`src/rtl/npi_pi_arbiter.sv`:
```
// rtl/npi_pi_arbiter.sv - round-robin arbiter sharing one NPI port among slow-clock DMA channels
module npi_pi_arbiter #(
    parameter int C_NUM_CH = 2,
    parameter int C_RATIO  = 2
) (
    input  logic                    sys_clk,
    input  logic                    sys_rst,
    input  logic [C_NUM_CH-1:0]     Ch_AddrReq,
    output logic [C_NUM_CH-1:0]     Ch_AddrAck,
    input  logic [C_NUM_CH-1:0]     Ch_RNW,
    input  logic [32*C_NUM_CH-1:0]  Ch_Addr,
    input  logic [4*C_NUM_CH-1:0]   Ch_Size,
    input  logic [C_NUM_CH-1:0]     Ch_RdFIFO_Pop,
    input  logic [C_NUM_CH-1:0]     Ch_WrFIFO_Push,
    output logic                    PIM_AddrReq,
    input  logic                    PIM_AddrAck,
    output logic                    PIM_RNW,
    output logic [31:0]             PIM_Addr,
    output logic [3:0]              PIM_Size,
    output logic                    PIM_RdFIFO_Pop,
    output logic                    PIM_WrFIFO_Push,
    output logic [C_NUM_CH-1:0]     Owner,
    output logic                    pi_enable,
    output logic                    Err
);
    localparam int              CW         = (C_NUM_CH > 1) ? $clog2(C_NUM_CH) : 1;
    localparam logic [1:0]      LAST_PHASE = 2'(C_RATIO - 1);
    localparam logic [CW-1:0]   LAST_CH    = CW'(C_NUM_CH - 1);

    typedef enum logic [1:0] {IDLE, REQ, HOLD} state_t;

    state_t         state;
    logic [1:0]     phase;
    logic [CW-1:0]  rr_ptr;
    logic [CW-1:0]  owner_idx;
    logic [CW-1:0]  gnt_idx;
    logic           gnt_found;
    logic           phase0;
    logic           stray;

    // Phase within the slow-clock period; the last phase is the slow-domain sample cycle.
    always_ff @(posedge sys_clk or posedge sys_rst) begin
        if (sys_rst) begin
            phase <= '0;
        end else if (phase == LAST_PHASE) begin
            phase <= '0;
        end else begin
            phase <= phase + 2'd1;
        end
    end

    assign pi_enable = (phase == LAST_PHASE);
    assign phase0    = (phase == 2'd0);

    // Round-robin search starting at rr_ptr; the descending loop lets the nearest requester win.
    always_comb begin
        gnt_found = 1'b0;
        gnt_idx   = '0;
        for (int k = C_NUM_CH - 1; k >= 0; k--) begin
            if (Ch_AddrReq[(int'(rr_ptr) + k) % C_NUM_CH]) begin
                gnt_found = 1'b1;
                gnt_idx   = CW'((int'(rr_ptr) + k) % C_NUM_CH);
            end
        end
    end

    // Arbiter FSM; the granted channel's command is captured and held until the next grant.
    always_ff @(posedge sys_clk or posedge sys_rst) begin
        if (sys_rst) begin
            state       <= IDLE;
            rr_ptr      <= '0;
            owner_idx   <= '0;
            Owner       <= C_NUM_CH'(1);
            PIM_AddrReq <= 1'b0;
            PIM_RNW     <= 1'b0;
            PIM_Addr    <= '0;
            PIM_Size    <= '0;
        end else begin
            case (state)
                IDLE: begin
                    if (pi_enable && gnt_found) begin
                        state       <= REQ;
                        PIM_AddrReq <= 1'b1;
                        owner_idx   <= gnt_idx;
                        Owner       <= C_NUM_CH'(1) << gnt_idx;
                        PIM_RNW     <= Ch_RNW[gnt_idx];
                        PIM_Addr    <= Ch_Addr[32*gnt_idx +: 32];
                        PIM_Size    <= Ch_Size[4*gnt_idx +: 4];
                        rr_ptr      <= (gnt_idx == LAST_CH) ? '0 : gnt_idx + 1'b1;
                    end
                end
                REQ: begin
                    if (PIM_AddrAck) begin
                        state       <= HOLD;
                        PIM_AddrReq <= 1'b0;
                    end
                end
                HOLD: begin
                    // Stretch the ack until the slow domain has had a sample cycle to see it.
                    if (pi_enable) begin
                        state <= IDLE;
                    end
                end
                default: state <= IDLE;
            endcase
        end
    end

    assign Ch_AddrAck = (((state == REQ) && PIM_AddrAck) || (state == HOLD)) ? Owner : '0;

    // Slow-domain levels are turned into single NPI-clock strobes, owner only.
    assign PIM_WrFIFO_Push = Ch_WrFIFO_Push[owner_idx] & phase0 & ~sys_rst;
    assign PIM_RdFIFO_Pop  = Ch_RdFIFO_Pop[owner_idx] & pi_enable & ~sys_rst;

    assign stray = (phase0 && (|(Ch_WrFIFO_Push & ~Owner))) ||
                   (pi_enable && (|(Ch_RdFIFO_Pop & ~Owner)));

    // Sticky error on any qualified push or pop from a channel that does not own the data path.
    always_ff @(posedge sys_clk or posedge sys_rst) begin
        if (sys_rst) begin
            Err <= 1'b0;
        end else if (stray) begin
            Err <= 1'b1;
        end
    end
endmodule

```
`config.mk`:
```
export PLATFORM = sky130hd
export DESIGN_NAME = npi_pi_arbiter
export DESIGN_NICKNAME = d
export VERILOG_FILES = /design/src/rtl/npi_pi_arbiter.sv
export SDC_FILE = /design/constraint.sdc
export NUM_CORES = 1
export LEC_CHECK = 0
export CORE_ASPECT_RATIO = 0.75
export CORE_MARGIN = 3
export CORE_UTILIZATION = 39
export DETAILED_ROUTE_END_ITERATION = 6
export PLACE_DENSITY_LB_ADDON = 0.05
export SLEW_MARGIN = 30
export SYNTH_ARGS = -nofsm -noshare
export SYNTH_HDL_FRONTEND = slang
export SYNTH_SLANG_ARGS = --single-unit
```
`constraint.sdc`:
```
create_clock -name sys_clk -period 1.6 [get_ports sys_clk]
set_input_delay 0.24 -clock sys_clk [delete_from_list [all_inputs] [get_ports sys_clk]]
set_output_delay 0.24 -clock sys_clk [all_outputs]
set_load 0.005 [all_outputs]
```
==> results.json, run 1 <==
{
  "outcome": "completed",
  "h-tree-depth": 2,
  "final_core_util_pct": 67.60,
  "syn_area_per_cell_um2": 9.241,
  "cts_tree": "done",
  "drc": 0,
  "drtAntennaViolNets": 0,
  "powerDensity_nw_per_um2": 1361,
  "grt_remaining_overflow": 0,
  "synth-edff-count": 0,
  "ys_types": 27,
  "criticalPathCategory": "flip-flop to flip-flop",
  "nets": 478,
  "synth_common_cells": "dfrtp_1, a21oi_1, o21ai_0",
  "synth-seq-cells": 46,
  "dr_wl_met3_um": 976,
  "total_power_mw": 5.444,
  "vias": 2710,
  "slew_violations": 0,
  "timing.fmax_mhz": 647.8,
  "chipWidth_um": 96.98,
  "insertion_delay_ps": 290,
  "netlist_area_um2": 2421,
  "fin_crit_sh_pct": 96.48,
  "hold_buffers": 0,
  "grt_pass1_wl_mm": 13.19,
  "yosysMostFrequentCell": "dfrtp_1",
  "top_layer": "met4",
  "yosys_most_used_dff": "dfrtp_1",
  "n_antenna_cell": 0,
  "ys_warn_count": 0,
  "cts_made_buffers": 5,
  "dieArea_um2": 7199,
  "synth_top_area_share_pct": 46.51,
  "cts_root_buf": "clkbuf_8",
  "start_util_pct": 40.93,
  "wl_met1_mm": 3.516,
  "track_usage_pct": 22.67,
  "antenna_found_initial": 0,
  "yosysTopAreaCell": "dfrtp_1",
  "die_y_um": 74.24,
  "hold_viol": 0,
  "grt_pass1_vias": 2622,
  "cts_buffer_depth": 2,
  "leakage_nw": 1.546,
  "wire_per_inst_um": 17.63,
  "async_flop_share_pct": 100.0,
  "grt_max_degree": 39,
  "via_per_inst": 5.717,
  "io_buffers": 128,
  "clkSinkCount": 46,
  "num_rows": 24,
  "end_kind": "flip-flop",
  "stdcell_area_um2": 3999,
  "whs_ps": 345.9,
  "seq_area_frac_synth_pct": 47.60,
  "drt_iter0_drc": 100,
  "io_pins": 129,
  "synth_area_leaders": "dfrtp_1, o211ai_1, a31oi_1",
  "setup_violations": 0,
  "critical_path.startpoint_type": "flip-flop",
  "synthCells": 262,
  "clk_pin_slew_ps": 90,
  "wirelength_mm": 8.356,
  "slew_headroom_pct": 53.15,
  "layout-drive-gt1-share_pct": 13.89,
  "cp_data_arrival_time_ps": 1730,
  "cp_max_fo": 7,
  "dp_hpwl_mm": 5.764,
  "synth_nets": 345,
  "tightest_slew_ps": 701.8,
  "fin_crit_ps": 1544,
  "fp.coreArea_um2": 5916,
  "finalSetupTns_ps": 0,
  "crit_required_ps": 1790,
  "ir_drop_mv": 0.6043,
  "cap_viol_max_count": 0,
  "drt_pass1_iterations": 5,
  "post_dp_cell_area_um2": 3835,
  "areaGrowthSynthToFinish_pct": 65.17,
  "min_path_type": "input pin to asynchronous set/reset pin",
  "grt_setup_unrepaired": "true",
  "wl_met2_mm": 3.824,
  "place.gp.congestion": 0.7756,
  "fin_skew_ps": 8.245
}
metal layers:
layer  GRT usage (%)  vias up
li1                -     1271
met1           29.72     1282
met2           37.31      153
met3           7.873        4
met4           4.206        0
met5               0        -
sequential cells by signal, summed over array words and instances, names as in the netlist:
register	count
PIM_Size	4
state	2
PIM_RNW	1
Owner	2
Err	1
PIM_Addr	32
PIM_AddrReq	1
phase	2
rr_ptr	1
power breakdown:
part,internal (mW),switching [mW]
clock network,0.350,0.396
registers,1.67,0.298
logic,1.58,1.16
repair_timing:
action | 4_1_cts | 5_1_grt
pin swaps | 0 | 1
gates cloned | 0 | 0
setup endpoints to repair | 7 | 44
buffers inserted | 6 | 1
resized for setup | 13 | 14
layout make-up:
class	instances	area, µm²
tap	78	97.59
timing repair buffer	160	1536
fill	519	1917
clock inverter	1	5.005
clock buffer	7	86.33
multi-input combinational	175	1092
sequential	46	1155
inverter	7	26.28
per-stage QoR:
stage / instances / setup WS [ps]
5_1_grt: 474 / -5.126
2_1_floorplan: 262 / 173.6
3_3_place_gp: 459 / -127.3
3_5_place_dp: 459 / -208.5
6_report: 474 / 56.36
4_1_cts: 473 / 3.453
cell usage in the layout, fill, tap and decap left out, drive strengths merged, types with 2 or more instances in the layout:
cell type / instances
o21ai: 38
inv: 7
a221oi: 2
a31oi: 37
a21oi: 43
nor2: 2
dlygate4sd2: 3
nor2b: 2
or2: 2
mux2i: 2
clkbuf: 8
nor4: 2
buf: 34
clkdlybuf4s50: 121
o211ai: 37
dfrtp: 45
critical path: stages (launching register included):
cell	delay (ps)
dfrtp_1	400
buf_6	130
nor4b_4	350
and2_4	260
mux2_4	300
worst paths after layout:
check / from / endpoint / slack [ps] / depth (start not counted)
max reg2reg: state[1] / Owner[1] / 60 / 4
min in group sys_clk: Err / Err / 480 / 2
min reg2reg: Err / Err / 480 / 2
max: state[1] / Owner[1] / 60 / 4
min: sys_rst / PIM_Addr[14] / 350 / 3
max in group asynchronous: sys_rst / phase[1] / 740 / 4
logic make-up after synthesis:
| family | count (synthesis) | synth area share, % |
|---|---|---|
| DFF | 46 | 47.60 |
| muxes | 3 | 1.292 |
| AOI/OAI and AO/OA | 159 | 39.12 |
| and+or+nand+nor | 13 | 3.980 |
| buffers and inverters | 41 | 8.011 |
(Power assumes the default switching activity.)
==> run 2: changes to the inputs <==
--- a/config.mk
+++ b/config.mk
@@ -6,7 +6,7 @@
 export NUM_CORES = 1
 export LEC_CHECK = 0
 export CORE_ASPECT_RATIO = 0.75
-export CORE_MARGIN = 3
+export CORE_MARGIN = 2
 export CORE_UTILIZATION = 39
 export DETAILED_ROUTE_END_ITERATION = 6
 export PLACE_DENSITY_LB_ADDON = 0.05
==> results.json, run 2 (synthesis gave the netlist of run 1 again) <==
{
  "fin_crit_sh_pct": 97.81,
  "grt_pass1_vias": 2497,
  "grt_setup_unrepaired": "true",
  "die_y_um": 72.24,
  "layout-drive-gt1-share_pct": 14.97,
  "grt_pass1_wl_mm": 12.56,
  "drt_iter0_drc": 201,
  "p_int_mw": 3.650,
  "insertion_delay_ps": 300,
  "switching_share_pct": 34.03,
  "grt_remaining_overflow": 0,
  "via_per_inst": 5.686,
  "end_kind": "flip-flop",
  "criticalPathCategory": "flip-flop to flip-flop",
  "n_antenna_cell": 0,
  "largest_register": "PIM_Addr",
  "stdcell_count": 472,
  "drc": 0,
  "hold_buffers": 0,
  "slowest_delay_ps": 380,
  "fin_crit_ps": 1565,
  "total_power_mw": 5.532,
  "num_rows": 24,
  "p_seq_share_pct": 35.9,
  "post_dp_cell_area_um2": 3832,
  "final_common_cell": "clkdlybuf4s50_1",
  "clkSinkCount": 46,
  "stdcell_area_um2": 4048,
  "io_buffers": 128,
  "dieArea_um2": 6861,
  "comb_power_share_pct": 50.8,
  "slew_headroom_pct": 56.63,
  "reg_top3": "PIM_Addr (32), PIM_Size (4)",
  "cts_buffer_depth": 2,
  "outcome": "completed",
  "nets": 476,
  "switching_power_mw": 1.883,
  "cp_max_fo": 8,
  "antenna_found_initial": 0,
  "clk_pin_slew_ps": 90,
  "hold_viol": 0,
  "whs_ps": 494.1,
  "cts_made_buffers": 5,
  "place.gp.congestion": 0.8016,
  "nFillCells": 470,
  "cap_viol_max_count": 0,
  "wirelength_mm": 8.197,
  "powerDensity_nw_per_um2": 1367,
  "pre_cts_ws_ps": -163.5,
  "grt_max_degree": 40,
  "drtAntennaViolNets": 0,
  "vias": 2684,
  "chipWidth_um": 94.98,
  "fp.coreArea_um2": 5916,
  "clkPwrFrac_pct": 13.3,
  "tightest_slew_ps": 649.6,
  "slew_violations": 0,
  "timing.fmax_mhz": 639.0,
  "min_path_type": "flip-flop to flip-flop",
  "drt_pass1_iterations": 4,
  "layout_common_cells": "clkdlybuf4s50_1, dfrtp_1, a21oi_1",
  "critical_path.startpoint_type": "flip-flop",
  "fin_skew_ps": 7.823,
  "track_usage_pct": 23.53,
  "cp_data_arrival_time_ps": 1750,
  "io_pins": 129,
  "dp_hpwl_mm": 5.490,
  "crit_slowest_cell": "dfrtp_1",
  "fin_ws_ps": 35.08,
  "largest_reg_flops": 32,
  "setup_violations": 0,
  "leakage_nw": 1.546,
  "ir_drop_mv": 0.5792,
  "start_util_pct": 40.93,
  "final_core_util_pct": 68.42,
  "cts_tree": "done",
  "cp_common_cell": "buf_6",
  "dp_cells": 457,
  "crit_required_ps": 1790,
  "finalSetupTns_ps": 0,
  "h-tree-depth": 2,
  "areaGrowthSynthToFinish_pct": 67.18,
  "wire_per_inst_um": 17.37,
  "cts_root_buf": "clkbuf_8",
  "path_cells": "buf_6, buf_6, nor4b_4, and2_4, mux2_4"
}
run 2: cell count changes in the layout (fill, tap and decap cells not counted), sizes merged:
cell and change:
dlygate4sd2 +1, buf -2, dlymetal6s2s -1
run 2: critical path: cells and delay by family (launching register included):
kind                   cells  cell delay, ps
muxes                      1             310
DFF                        1             380
buffers and inverters      2             200
and+or+nand+nor            2             580
run 2: area by class of cell:
type | instances | area, µm² | area share [%]
Clock buffer | 7 | 86.33 | 2.133
Clock inverter | 1 | 5.005 | 0.1236
Inverter | 7 | 26.28 | 0.6492
Multi-Input combinational cell | 175 | 1124 | 27.76
Sequential cell | 46 | 1155 | 28.53
Tap cell | 78 | 97.59 | 2.411
Timing Repair Buffer | 158 | 1554 | 38.39
run 2: worst paths after layout:
| path | from | to | slack (ps) | depth (start not counted) |
|---|---|---|---|---|
| worst min register to register | Err | Err | 490 | 2 |
| worst max-delay path | phase[0] | Owner[1] | 40 | 5 |
| min in group asynchronous | sys_rst | rr_ptr | 500 | 4 |
| worst min-delay path | Err | Err | 490 | 2 |
| worst max register to register | phase[0] | Owner[1] | 40 | 5 |
| max in group asynchronous | sys_rst | Owner[0] | 810 | 4 |
run 2: repair_timing:
item                                    4_1_cts  5_1_grt
gates resized for setup                      17       23
setup buffers                                 5        2
pin swaps                                     0        1
endpoints found under the hold margin         0        0
endpoints found under the setup margin       25       40
run 2: layer usage:
layer	global-route usage (%)	share of wire [%]	vias to the layer above
met5	0	0	-
met4	5.475	0.96	0
met3	6.438	8.7	7
met2	36.88	46	120
met1	32.76	44	1295
li1	-	-	1262
run 2: power groups by stage:
stage	Clock, mW	Sequential [mW]	Combinational, mW
after floorplan	0	2.00	1.09
after global placement	0	1.97	2.63
after detailed placement	0	1.99	2.65
after CTS	0.754	1.97	2.68
after global routing	0.816	2.04	3.06
final	0.735	1.98	2.81
